--- src/rtl/ublock_pkg.sv ---
// ---------------------------------------------------------------------------
// ublock_pkg
//
// Shared definitions for the uBlock round-constant generator:
//   - default LFSR width, feedback taps, seed and round count
//   - rc_state_t, the sequencer state encoding (IDLE, RUN, DONE)
//   - lfsr_last_seed(), a constant function that runs the forward LFSR
//     step n times from a seed. The top level uses it at elaboration to
//     find the start state of a decrypt run.
// ---------------------------------------------------------------------------
package ublock_pkg;

    localparam int         DEF_W      = 8;
    localparam logic [7:0] DEF_TAPS   = 8'h63;
    localparam logic [7:0] DEF_SEED   = 8'h36;
    localparam int         DEF_ROUNDS = 16;

    typedef enum logic [1:0] {
        IDLE = 2'd0,
        RUN  = 2'd1,
        DONE = 2'd2
    } rc_state_t;

    // Forward-step the LFSR n times. The work is done in a 64-bit
    // container so that one function serves any width up to 64. Bits
    // above the active width are masked off after every step.
    function automatic logic [63:0] lfsr_last_seed(
        input logic [63:0] seed,
        input logic [63:0] taps,
        input int          n,
        input int          w = DEF_W
    );
        logic [63:0] s;
        logic [63:0] mask;
        logic        fb;
        mask = (w >= 64) ? '1 : ((64'd1 << w) - 64'd1);
        s    = seed & mask;
        for (int i = 0; i < n; i++) begin
            fb = ^(s & taps & mask);
            s  = ((s >> 1) | (64'(fb) << (w - 1))) & mask;
        end
        return s;
    endfunction

endpackage

--- src/rtl/ublock_rc_gen_if.sv ---
// ---------------------------------------------------------------------------
// ublock_rc_gen_if
//
// Control and round-constant bundle between the round sequencer and the
// logic that uses it.
//   master (datapath / controller side):
//     out start, decrypt, advance
//     in  rc, round_idx, first_round, last_round, busy, done
//   slave (ublock_rc_gen):
//     the same signals with the directions reversed
// ---------------------------------------------------------------------------
interface ublock_rc_gen_if
    import ublock_pkg::*;
#(
    parameter int W      = DEF_W,
    parameter int ROUNDS = DEF_ROUNDS
);

    localparam int IDXW = $clog2(ROUNDS);

    logic            start;
    logic            decrypt;
    logic            advance;
    logic [W-1:0]    rc;
    logic [IDXW-1:0] round_idx;
    logic            first_round;
    logic            last_round;
    logic            busy;
    logic            done;

    modport master (
        output start, decrypt, advance,
        input  rc, round_idx, first_round, last_round, busy, done
    );

    modport slave (
        input  start, decrypt, advance,
        output rc, round_idx, first_round, last_round, busy, done
    );

endinterface

--- src/rtl/ublock_rc_gen_lfsr_step.sv ---
// ---------------------------------------------------------------------------
// lfsr_step
//
// One combinational LFSR step in either direction.
//   state_i   : current LFSR state
//   inverse_i : 0 = forward step, 1 = inverse step
//   next_o    : state after one step in the chosen direction
//
// In the forward step the register shifts right and the parity of the
// tapped bits enters at the MSB. The inverse step shifts left. The bit
// that fell out at position 0 is recovered from the old feedback value,
// which now sits in the MSB. TAPS[0] must be 1 for the inverse step to
// exist.
// ---------------------------------------------------------------------------
module lfsr_step
    import ublock_pkg::*;
#(
    parameter int         W    = DEF_W,
    parameter logic [W-1:0] TAPS = W'(DEF_TAPS)
) (
    input  logic [W-1:0] state_i,
    input  logic         inverse_i,
    output logic [W-1:0] next_o
);

    logic fwd_fb;
    logic inv_fb;

    assign fwd_fb = ^(state_i & TAPS);

    // The old MSB-side parity is known apart from the contribution of the
    // lost bit 0, because TAPS[0] = 1. XOR out the remaining tapped bits,
    // which have all moved down by one place.
    assign inv_fb = state_i[W-1] ^ (^(state_i[W-2:0] & TAPS[W-1:1]));

    // Pick the direction. The datapath holds it steady for a whole run.
    always_comb begin
        if (inverse_i) begin
            next_o = {state_i[W-2:0], inv_fb};
        end else begin
            next_o = {fwd_fb, state_i[W-1:1]};
        end
    end

endmodule

--- src/rtl/ublock_rc_gen.sv ---
// ---------------------------------------------------------------------------
// ublock_rc_gen
//
// Round-constant generator and round sequencer for the uBlock datapath.
//   clk : clock, rising edge
//   rst : synchronous reset, active low
//   bus : ublock_rc_gen_if.slave
//           start/decrypt   begin a run in the chosen mode (sampled in IDLE)
//           advance         move to the next round (honoured in RUN)
//           rc, round_idx   current round constant and its forward index
//           first_round,
//           last_round      position flags for the current run
//           busy            high while a run is active
//           done            one-cycle pulse after the last round
//
// An encrypt run walks the forward LFSR sequence from SEED with round_idx
// counting up. A decrypt run starts at LAST_SEED (SEED after ROUNDS-1
// forward steps) and walks the inverse sequence with round_idx counting
// down. The two runs therefore produce exactly reversed constant streams.
// ---------------------------------------------------------------------------
module ublock_rc_gen
    import ublock_pkg::*;
#(
    parameter int           W      = DEF_W,
    parameter logic [W-1:0] TAPS   = W'(DEF_TAPS),
    parameter logic [W-1:0] SEED   = W'(DEF_SEED),
    parameter int           ROUNDS = DEF_ROUNDS
) (
    input  logic              clk,
    input  logic              rst,
    ublock_rc_gen_if.slave    bus
);

    localparam int              IDXW      = $clog2(ROUNDS);
    localparam logic [IDXW-1:0] LAST_IDX  = IDXW'(ROUNDS - 1);
    localparam logic [W-1:0]    LAST_SEED =
        W'(lfsr_last_seed(64'(SEED), 64'(TAPS), ROUNDS - 1, W));

    rc_state_t       state_q, state_d;
    logic [W-1:0]    rc_q, rc_d;
    logic [IDXW-1:0] idx_q, idx_d;
    logic            mode_q, mode_d;

    logic [W-1:0]    rc_step;
    logic            busy;
    logic            at_idx_lo;
    logic            at_idx_hi;
    logic            first_flag;
    logic            last_flag;

    // Only one step engine. Its direction comes from the latched mode, so
    // the decrypt input cannot change the direction partway through a run.
    lfsr_step #(
        .W    (W),
        .TAPS (TAPS)
    ) u_step (
        .state_i   (rc_q),
        .inverse_i (mode_q),
        .next_o    (rc_step)
    );

    // The position flags are decoded from the registered index and are
    // only valid while busy. A decrypt run starts at the top of the index
    // range, so the meaning of the two ends is swapped for that mode.
    assign busy       = (state_q == RUN);
    assign at_idx_lo  = (idx_q == '0);
    assign at_idx_hi  = (idx_q == LAST_IDX);
    assign first_flag = busy & (mode_q ? at_idx_hi : at_idx_lo);
    assign last_flag  = busy & (mode_q ? at_idx_lo : at_idx_hi);

    // Register the state. A low rst wins over every other input, including
    // in the middle of a run.
    always_ff @(posedge clk) begin
        if (!rst) begin
            state_q <= IDLE;
            rc_q    <= SEED;
            idx_q   <= '0;
            mode_q  <= 1'b0;
        end else begin
            state_q <= state_d;
            rc_q    <= rc_d;
            idx_q   <= idx_d;
            mode_q  <= mode_d;
        end
    end

    // Next-state logic for the sequencer. rc and round_idx hold in IDLE
    // and DONE, so the last constant stays visible after a run ends. An
    // advance that arrives together with start in IDLE is dropped: the
    // first constant must be presented for at least one cycle.
    always_comb begin
        state_d = state_q;
        rc_d    = rc_q;
        idx_d   = idx_q;
        mode_d  = mode_q;

        unique case (state_q)
            IDLE: begin
                if (bus.start) begin
                    state_d = RUN;
                    mode_d  = bus.decrypt;
                    if (bus.decrypt) begin
                        rc_d  = LAST_SEED;
                        idx_d = LAST_IDX;
                    end else begin
                        rc_d  = SEED;
                        idx_d = '0;
                    end
                end
            end

            RUN: begin
                if (bus.advance) begin
                    if (last_flag) begin
                        state_d = DONE;
                    end else begin
                        rc_d  = rc_step;
                        idx_d = mode_q ? (idx_q - 1'b1) : (idx_q + 1'b1);
                    end
                end
            end

            DONE: begin
                state_d = IDLE;
            end

            default: begin
                state_d = IDLE;
            end
        endcase
    end

    assign bus.rc          = rc_q;
    assign bus.round_idx   = idx_q;
    assign bus.first_round = first_flag;
    assign bus.last_round  = last_flag;
    assign bus.busy        = busy;
    assign bus.done        = (state_q == DONE);

endmodule
--- src/flat_wrapper.sv ---
// flat-port wrapper written by rule: the top's interface ports become plain ports
module ublock_rc_gen_flat import ublock_pkg::*;
#(
    parameter int           W      = DEF_W,
    parameter logic [W-1:0] TAPS   = W'(DEF_TAPS),
    parameter logic [W-1:0] SEED   = W'(DEF_SEED),
    parameter int           ROUNDS = DEF_ROUNDS
)
  (clk, rst, bus_start, bus_decrypt, bus_advance, bus_rc, bus_round_idx, bus_first_round, bus_last_round, bus_busy, bus_done);
  ublock_rc_gen_if #(.W(W), .ROUNDS(ROUNDS)) bus_i ();
  input  logic clk;
  input  logic rst;
  input wire logic [$bits(bus_i.start)-1:0] bus_start;
  input wire logic [$bits(bus_i.decrypt)-1:0] bus_decrypt;
  input wire logic [$bits(bus_i.advance)-1:0] bus_advance;
  output wire logic [$bits(bus_i.rc)-1:0] bus_rc;
  output wire logic [$bits(bus_i.round_idx)-1:0] bus_round_idx;
  output wire logic [$bits(bus_i.first_round)-1:0] bus_first_round;
  output wire logic [$bits(bus_i.last_round)-1:0] bus_last_round;
  output wire logic [$bits(bus_i.busy)-1:0] bus_busy;
  output wire logic [$bits(bus_i.done)-1:0] bus_done;
  assign bus_i.start = bus_start;
  assign bus_i.decrypt = bus_decrypt;
  assign bus_i.advance = bus_advance;
  assign bus_rc = bus_i.rc;
  assign bus_round_idx = bus_i.round_idx;
  assign bus_first_round = bus_i.first_round;
  assign bus_last_round = bus_i.last_round;
  assign bus_busy = bus_i.busy;
  assign bus_done = bus_i.done;
  ublock_rc_gen #(.W(W), .TAPS(TAPS), .SEED(SEED), .ROUNDS(ROUNDS)) u_core (.clk(clk), .rst(rst), .bus(bus_i));
endmodule
--- config.mk ---
export PLATFORM = sky130hd
export DESIGN_NAME = ublock_rc_gen_flat
export DESIGN_NICKNAME = d
export VERILOG_FILES = /design/src/rtl/ublock_pkg.sv /design/src/rtl/ublock_rc_gen_if.sv /design/src/rtl/ublock_rc_gen_lfsr_step.sv /design/src/rtl/ublock_rc_gen.sv /design/src/flat_wrapper.sv
export SDC_FILE = /design/constraint.sdc
export NUM_CORES = 1
export LEC_CHECK = 0
export CORE_ASPECT_RATIO = 1.4
export CORE_MARGIN = 2
export CORE_UTILIZATION = 53
export CTS_CLUSTER_SIZE = 25
export DETAILED_ROUTE_END_ITERATION = 8
export GPL_TIMING_DRIVEN = 0
export HOLD_SLACK_MARGIN = 0.02
export PLACE_DENSITY = 0.83
export SLEW_MARGIN = 20
export SYNTH_ARGS = -nofsm -noshare
export SYNTH_HDL_FRONTEND = slang
export SYNTH_HIERARCHICAL = 1
export SYNTH_SLANG_ARGS = --single-unit
--- constraint.sdc ---
create_clock -name clk -period 2.7 [get_ports clk]
set_clock_uncertainty 0.05 [all_clocks]
set_input_delay 0.81 -clock clk [delete_from_list [all_inputs] [get_ports clk]]
set_output_delay 0.81 -clock clk [all_outputs]
set_load 0.01 [all_outputs]
==> impl_metrics.py, run 1 <==
metrics = {
    "run_status": {
        "outcome": "finished, final reports clean",
    },
    "synth": {
        "synth_fa_ha_area_frac": 0.04627,
        "synth_edf_count": 0,
        "synth_flop_cell": "dfxtp_1",
        "syn-cell-area_sq_um": 973.4,
        "yosysSeqAreaShare": 0.3085,
        "synth_top_family_by_area": "compound AO/OA/AOI/OAI gates",
        "synth_xor_xnor_area_share": 0.06298,
        "synth_nets": 113,
        "async_flop_share": 0,
        "synth.area.mux_share": 0.1028,
        "ys_seq_elements": 15,
        "syn_area_per_cell_sq_um": 9.271,
        "syn-instance-count": 105,
        "yosysWarnings": 6,
        "synth_compound_area_frac": 0.2596,
        "synth_simple_gate_area_share": 0.1761,
        "ys_types": 42,
    },
    "drt": {
        "wl_um": 2242,
        "drtIter0Drc": 43,
        "post_drt_wl_per_cell_um": 14.95,
        "dr.pass1.iters": 5,
        "ant_nets": 0,
        "vias": 910,
        "avgViaCountPerCell": 6.067,
        "drc": 0,
    },
    "worst_setup_path": {
        "rr_endpoint": "u_core/bus.round_idx[2]$_SDFFE_PN0P_",
        "crit_required_ns": 1.84,
        "cp_top_family": "buffers and inverters",
        "r2r-start": "u_core/mode_q$_SDFFE_PN0P_",
        "worstPathCellList": "buf_2, nand2b_1, inv_2, clkdlybuf4s50_1",
        "start_kind": "flip-flop",
        "critical_path.max_fanout": 9,
        "worst-path-stages": 4,
        "critical-path-max-stage-delay_ns": 0.54,
        "cp.arrival_ns": 1.69,
        "cp_slowest_cell": "clkdlybuf4s50_1",
        "rrSetupSlack_ns": 0.86,
        "cp.buffers_inverters": 3,
        "end_kind": "primary output",
        "r2r_cells": 6,
        "criticalPathCategory": "flip-flop to primary output",
    },
    "placement": {
        "place.gp.congestion": 0.8636,
        "dp_hpwl_um": 1604,
        "portBuffers": 19,
    },
    "sta": {
        "rsz0062_at_grt": "false",
        "fin_setup_tns_ns": 0,
        "finalCritPeriodShare": 0.9427,
        "slew_viol_final": 0,
        "holdWs_ns": 0.4760,
        "worst_pin_slew_ns": 0.4582,
        "slew_headroom": 0.6946,
        "layout_min_cycle_time_ns": 2.545,
        "hold_violations": 0,
        "max_freq_mhz": 392.9,
        "finalSetupViolCount": 0,
    },
    "layout": {
        "antennaDiodeCount": 0,
        "syn_to_final_growth_pct": 28.02,
        "nNetsFinal": 139,
        "layout_common_cells": "clkdlybuf4s50_1 (17), dfxtp_1 (11), nand2_1 (7), mux2_2 (7), xnor2_1 (6)",
        "fill_cells": 137,
        "final_common_cell": "clkdlybuf4s50_1",
        "final_util": 0.7094,
        "drive_above_1_share": 0.2154,
    },
    "min_path": {
        "min_path_type": "flip-flop to flip-flop",
        "holdCritStartpoint": "u_core/bus.rc[2]$_SDFFE_PN1P_",
        "hold_path_depth": 1,
        "min_to": "u_core/bus.rc[2]$_SDFFE_PN1P_",
    },
    "clocking": {
        "clockBufferDepth": 2,
        "cts-hold-fix-buffers": 0,
        "clkTransAtPathRegs_ns": 0.09,
        "cts_tree": "done",
        "cts_inserted_buffers": 3,
        "cts-root-buf": "clkbuf_4",
        "insertion_delay_ns": 0.28,
        "htree_levels": 1,
        "clock_sinks": 15,
    },
    "grt": {
        "grt_use_total": 0.2352,
        "grt.overflow.total": 0,
        "grt_pass1_vias": 782,
        "grt_pass1_wl_um": 3477,
        "antenna_found_initial": 0,
        "grt_max_degree": 11,
    },
    "run": {
        "cap_violations": 0,
    },
    "floorplanning": {
        "fp-row-count": 18,
        "die_h_um": 54.71,
        "ios": 21,
        "coreArea_sq_um": 1757,
        "fp.dieW_um": 40.22,
        "initial_core_util": 0.5541,
        "dieArea_sq_um": 2200,
    },
    "power_and_ir_drop": {
        "power.leakage_uw": 0.0005095,
        "power_density_nw_per_um2": 474.6,
        "peakVddDrop_uv": 333.5,
    },
}
[worst register-to-register path, cell delays in order (launching register included)]
cell,delay [ns]
dfxtp_1,0.52
inv_1,0.19
fa_1,0.41
xnor2_1,0.13
mux2_1,0.29
nand2_1,0.07
o21ai_1,0.06
[layout make-up]
cell class / count / area (sq um) / area share
plain buffers: 5 / 23.77 / 0.01908
clock buffers: 4 / 26.28 / 0.02108
inverters: 5 / 18.77 / 0.01506
multi-input cells: 80 / 640.6 / 0.5141
flip-flops and latches: 15 / 305.3 / 0.2450
well taps: 20 / 25.02 / 0.02008
repair buffers: 21 / 206.4 / 0.1657
[kinds of logic (layout without fill, tap and decap cells)]
logic type	after synthesis	in the layout
fa+ha+maj	3	3
compound gates	32	32
xor+xnor	7	7
simple gates	29	29
mux	9	9
buf+inv	10	35
flops	15	15
[how the worst max path moves through the flow]
| stage | endpoint | from | slack [ns] |
|---|---|---|---|
| 2_1_floorplan | bus_last_round | u_core/bus.round_idx[0]$_SDFFE_PN0P_ | 0.70 |
| 3_3_place_gp | bus_last_round | u_core/bus.round_idx[1]$_SDFFE_PN0P_ | 0.11 |
| 3_5_place_dp | bus_last_round | u_core/bus.round_idx[1]$_SDFFE_PN0P_ | 0.1 |
| 4_1_cts | bus_first_round | u_core/bus.round_idx[1]$_SDFFE_PN0P_ | 0.02 |
| 5_1_grt | bus_busy | u_core/state_q[1]$_SDFFE_PN0P_ | 0.07 |
| 6_report | bus_busy | u_core/state_q[1]$_SDFFE_PN0P_ | 0.15 |
[power breakdown]
group | switching, uW | internal [uW] | total, uW
registers | 26.4 | 239 | 266
logic | 91.4 | 106 | 198
clock network | 70.8 | 57.4 | 128
[flip-flops by register name, indices dropped and copies added, names as in the netlist]
signal and flops:
u_core/mode_q 1, u_core/bus.rc 8, u_core/bus.round_idx 4, u_core/state_q 2
[Yosys cell counts (3+ instances only)]
library cell	instances	area (sq um)
a21oi_1	5	25.02
a32o_1	3	30.03
and3_1	3	18.77
buf_2	4	20.02
dfxtp_1	15	300.3
inv_1	4	15.01
mux2_2	7	78.83
nand2_1	7	26.28
nor2_1	5	18.77
o211ai_1	4	30.03
o21ai_1	3	15.01
o22ai_1	3	18.77
xnor2_1	6	52.55
[through the flow]
| step | setup slack (ns) | instances | total power, uW | instance area (sq um) |
|---|---|---|---|---|
| after floorplan | 0.6994 | 105 | 389.0 | 973.4 |
| after global placement | 0.1100 | 144 | 449.1 | 1189 |
| after detailed placement | 0.09815 | 144 | 454.0 | 1189 |
| after CTS | 0.01710 | 149 | 586.2 | 1235 |
| after global routing | 0.07377 | 150 | 622.9 | 1246 |
| final | 0.1547 | 150 | 591.5 | 1246 |
[metal layers]
metal / track usage / vias up / part of all wire
li1: - / 440 / -
met1: 0.2682 / 436 / 0.42
met2: 0.3898 / 26 / 0.51
met3: 0.04472 / 8 / 0.037
met4: 0.1444 / 0 / 0.029
met5: 0 / - / 0
[repair_timing]
action | CTS | global route
endpoints found under the hold margin | 0 | 0
resized for setup | 6 | 2
setup buffers | 1 | 1
pin swaps | 1 | 1
setup endpoints to repair | 2 | 1
Note: power is estimated with default switching activity, not from simulation.
==> inputs of run 2 (changes only) <==
CELL_PAD_IN_SITES_DETAIL_PLACEMENT = 0   (was default)
CELL_PAD_IN_SITES_GLOBAL_PLACEMENT = 1   (was default)
CORE_UTILIZATION = 40   (was 53)
PLACE_DENSITY = 0.81   (was 0.83)
==> run 2 against run 1 <==
Global-route usage shrank 4.4 points; first-iteration DRC count fell by 40%; clock power hardly changed; core utilization decreased by 17 points; register-to-register slack about the same; worst hold slack improved by 0.020 ns; sequential share of layout area decreased by 0.073 points; non-clock buffer count did not move.
==> impl_metrics.py, run 2 (synthesis results as in run 1) <==
metrics = {
    "run_status": {
        "outcome": "finished, final reports clean",
    },
    "drt": {
        "drtIter0Drc": 26,
        "ant_nets": 0,
        "avgViaCountPerCell": 5.712,
        "drc": 0,
        "vias": 874,
        "wl_um": 2377,
        "dr.pass1.iters": 4,
        "post_drt_wl_per_cell_um": 15.54,
    },
    "sta": {
        "holdWs_ns": 0.4961,
        "slew_viol_final": 0,
        "rsz0062_at_grt": "false",
        "fin_setup_tns_ns": 0,
        "max_freq_mhz": 396.2,
        "hold_violations": 0,
        "worst_pin_slew_ns": 0.4552,
        "finalSetupViolCount": 0,
        "slew_headroom": 0.6945,
        "setup_ws_ns": 0.1759,
        "layout_min_cycle_time_ns": 2.524,
        "finalCritPeriodShare": 0.9348,
    },
    "grt": {
        "grt_max_degree": 11,
        "grt_pass1_wl_um": 4036,
        "grt_pass1_vias": 849,
        "grt_use_total": 0.1912,
        "antenna_found_initial": 0,
        "grt.overflow.total": 0,
    },
    "placement": {
        "portBuffers": 19,
        "pre_cts_slack_ns": 0.09600,
        "placed_cell_area_sq_um": 1192,
        "dp_hpwl_um": 1789,
        "place.gp.congestion": 0.8075,
    },
    "layout": {
        "antennaDiodeCount": 0,
        "layout_common_cells": "clkdlybuf4s50_1 (17), dfxtp_1 (11), nand2_1 (7), mux2_2 (7), xnor2_1 (6)",
        "fin_area_sq_um": 1250,
        "largest_reg_flops": 8,
        "nNetsFinal": 139,
        "final_common_cell": "clkdlybuf4s50_1",
        "drive_above_1_share": 0.2154,
        "syn_to_final_growth_pct": 28.41,
    },
    "power_and_ir_drop": {
        "power.leakage_uw": 0.0005095,
        "power_density_nw_per_um2": 473.5,
        "peakVddDrop_uv": 225.4,
        "p_total_uw": 591.8,
    },
    "clocking": {
        "cts-root-buf": "clkbuf_4",
        "clkTransAtPathRegs_ns": 0.09,
        "insertion_delay_ns": 0.28,
        "cts_tree": "done",
        "clockBufferDepth": 2,
        "htree_levels": 1,
        "clock_sinks": 15,
        "cts-hold-fix-buffers": 0,
        "cts_inserted_buffers": 3,
    },
    "run": {
        "cap_violations": 0,
    },
    "worst_setup_path": {
        "start_kind": "flip-flop",
        "cp.arrival_ns": 1.66,
        "criticalPathCategory": "flip-flop to primary output",
        "cp_slowest_cell": "or4_4",
        "crit_required_ns": 1.84,
        "critical-path-max-stage-delay_ns": 0.55,
        "worstPathCellList": "or4_4, o2bb2ai_4, dlygate4sd2_1",
        "end_kind": "primary output",
        "critical_path.max_fanout": 6,
    },
    "floorplanning": {
        "die_h_um": 62.37,
        "dieArea_sq_um": 2850,
        "coreArea_sq_um": 2338,
        "initial_core_util": 0.4163,
        "fp-row-count": 21,
        "ios": 21,
        "fp.dieW_um": 45.69,
    },
    "min_path": {
        "min_path_type": "flip-flop to flip-flop",
    },
}
-- run 2: path summary, 6_finish.rpt --
path,slack [ns],cells after the start,to,start
min reg2reg,0.50,1,u_core/bus.rc[2]$_SDFFE_PN1P_,u_core/bus.rc[2]$_SDFFE_PN1P_
min,0.50,1,u_core/bus.rc[2]$_SDFFE_PN1P_,u_core/bus.rc[2]$_SDFFE_PN1P_
max,0.18,3,bus_last_round,u_core/bus.round_idx[0]$_SDFFE_PN0P_
max reg2reg,0.87,6,u_core/bus.round_idx[2]$_SDFFE_PN0P_,u_core/mode_q$_SDFFE_PN0P_
-- run 2: per-layer routing --
layer  share of wire  up-vias  track usage
li1                -      443            -
met1            0.43      414       0.2396
met2            0.53       12       0.3046
met3           0.023        5      0.04046
met4           0.022        0      0.08214
met5               0        -            0
-- run 2: layout make-up --
| class | count | area [sq um] |
|---|---|---|
| buffer | 5 | 23.77 |
| clock buffer | 4 | 26.28 |
| fill | 232 | 1089 |
| inverter | 5 | 18.77 |
| multi-input combinational | 80 | 640.6 |
| sequential | 15 | 305.3 |
| tap | 23 | 28.78 |
| timing repair buffer | 21 | 206.4 |
-- run 2: report_power, final --
part / switching (uW) / internal (uW)
Clock: 73.0 / 57.3
Sequential: 25.5 / 239
Combinational: 90.3 / 107
-- run 2: per-stage QoR --
step,util,std cells
6_report,0.5345,153
5_1_grt,0.5345,153
4_1_cts,0.5302,152
3_5_place_dp,0.5099,147
3_3_place_gp,0.5099,147
2_1_floorplan,-,105
-- run 2: repair_timing --
| action | 4_1_cts | 5_1_grt |
|---|---|---|
| resized for setup | 7 | 1 |
| buffers inserted | 1 | 1 |
| pin swaps | 1 | 1 |
| setup endpoints to repair | 2 | 1 |
-- run 2: worst max-delay path: cells and delay by family, from the launching register on --
| family | cells | cell delay, ns |
|---|---|---|
| AO/OA/AOI/OAI | 1 | 0.18 |
| flip-flops | 1 | 0.37 |
| buffers and inverters | 1 | 0.28 |
| AND/OR/NAND/NOR | 1 | 0.55 |
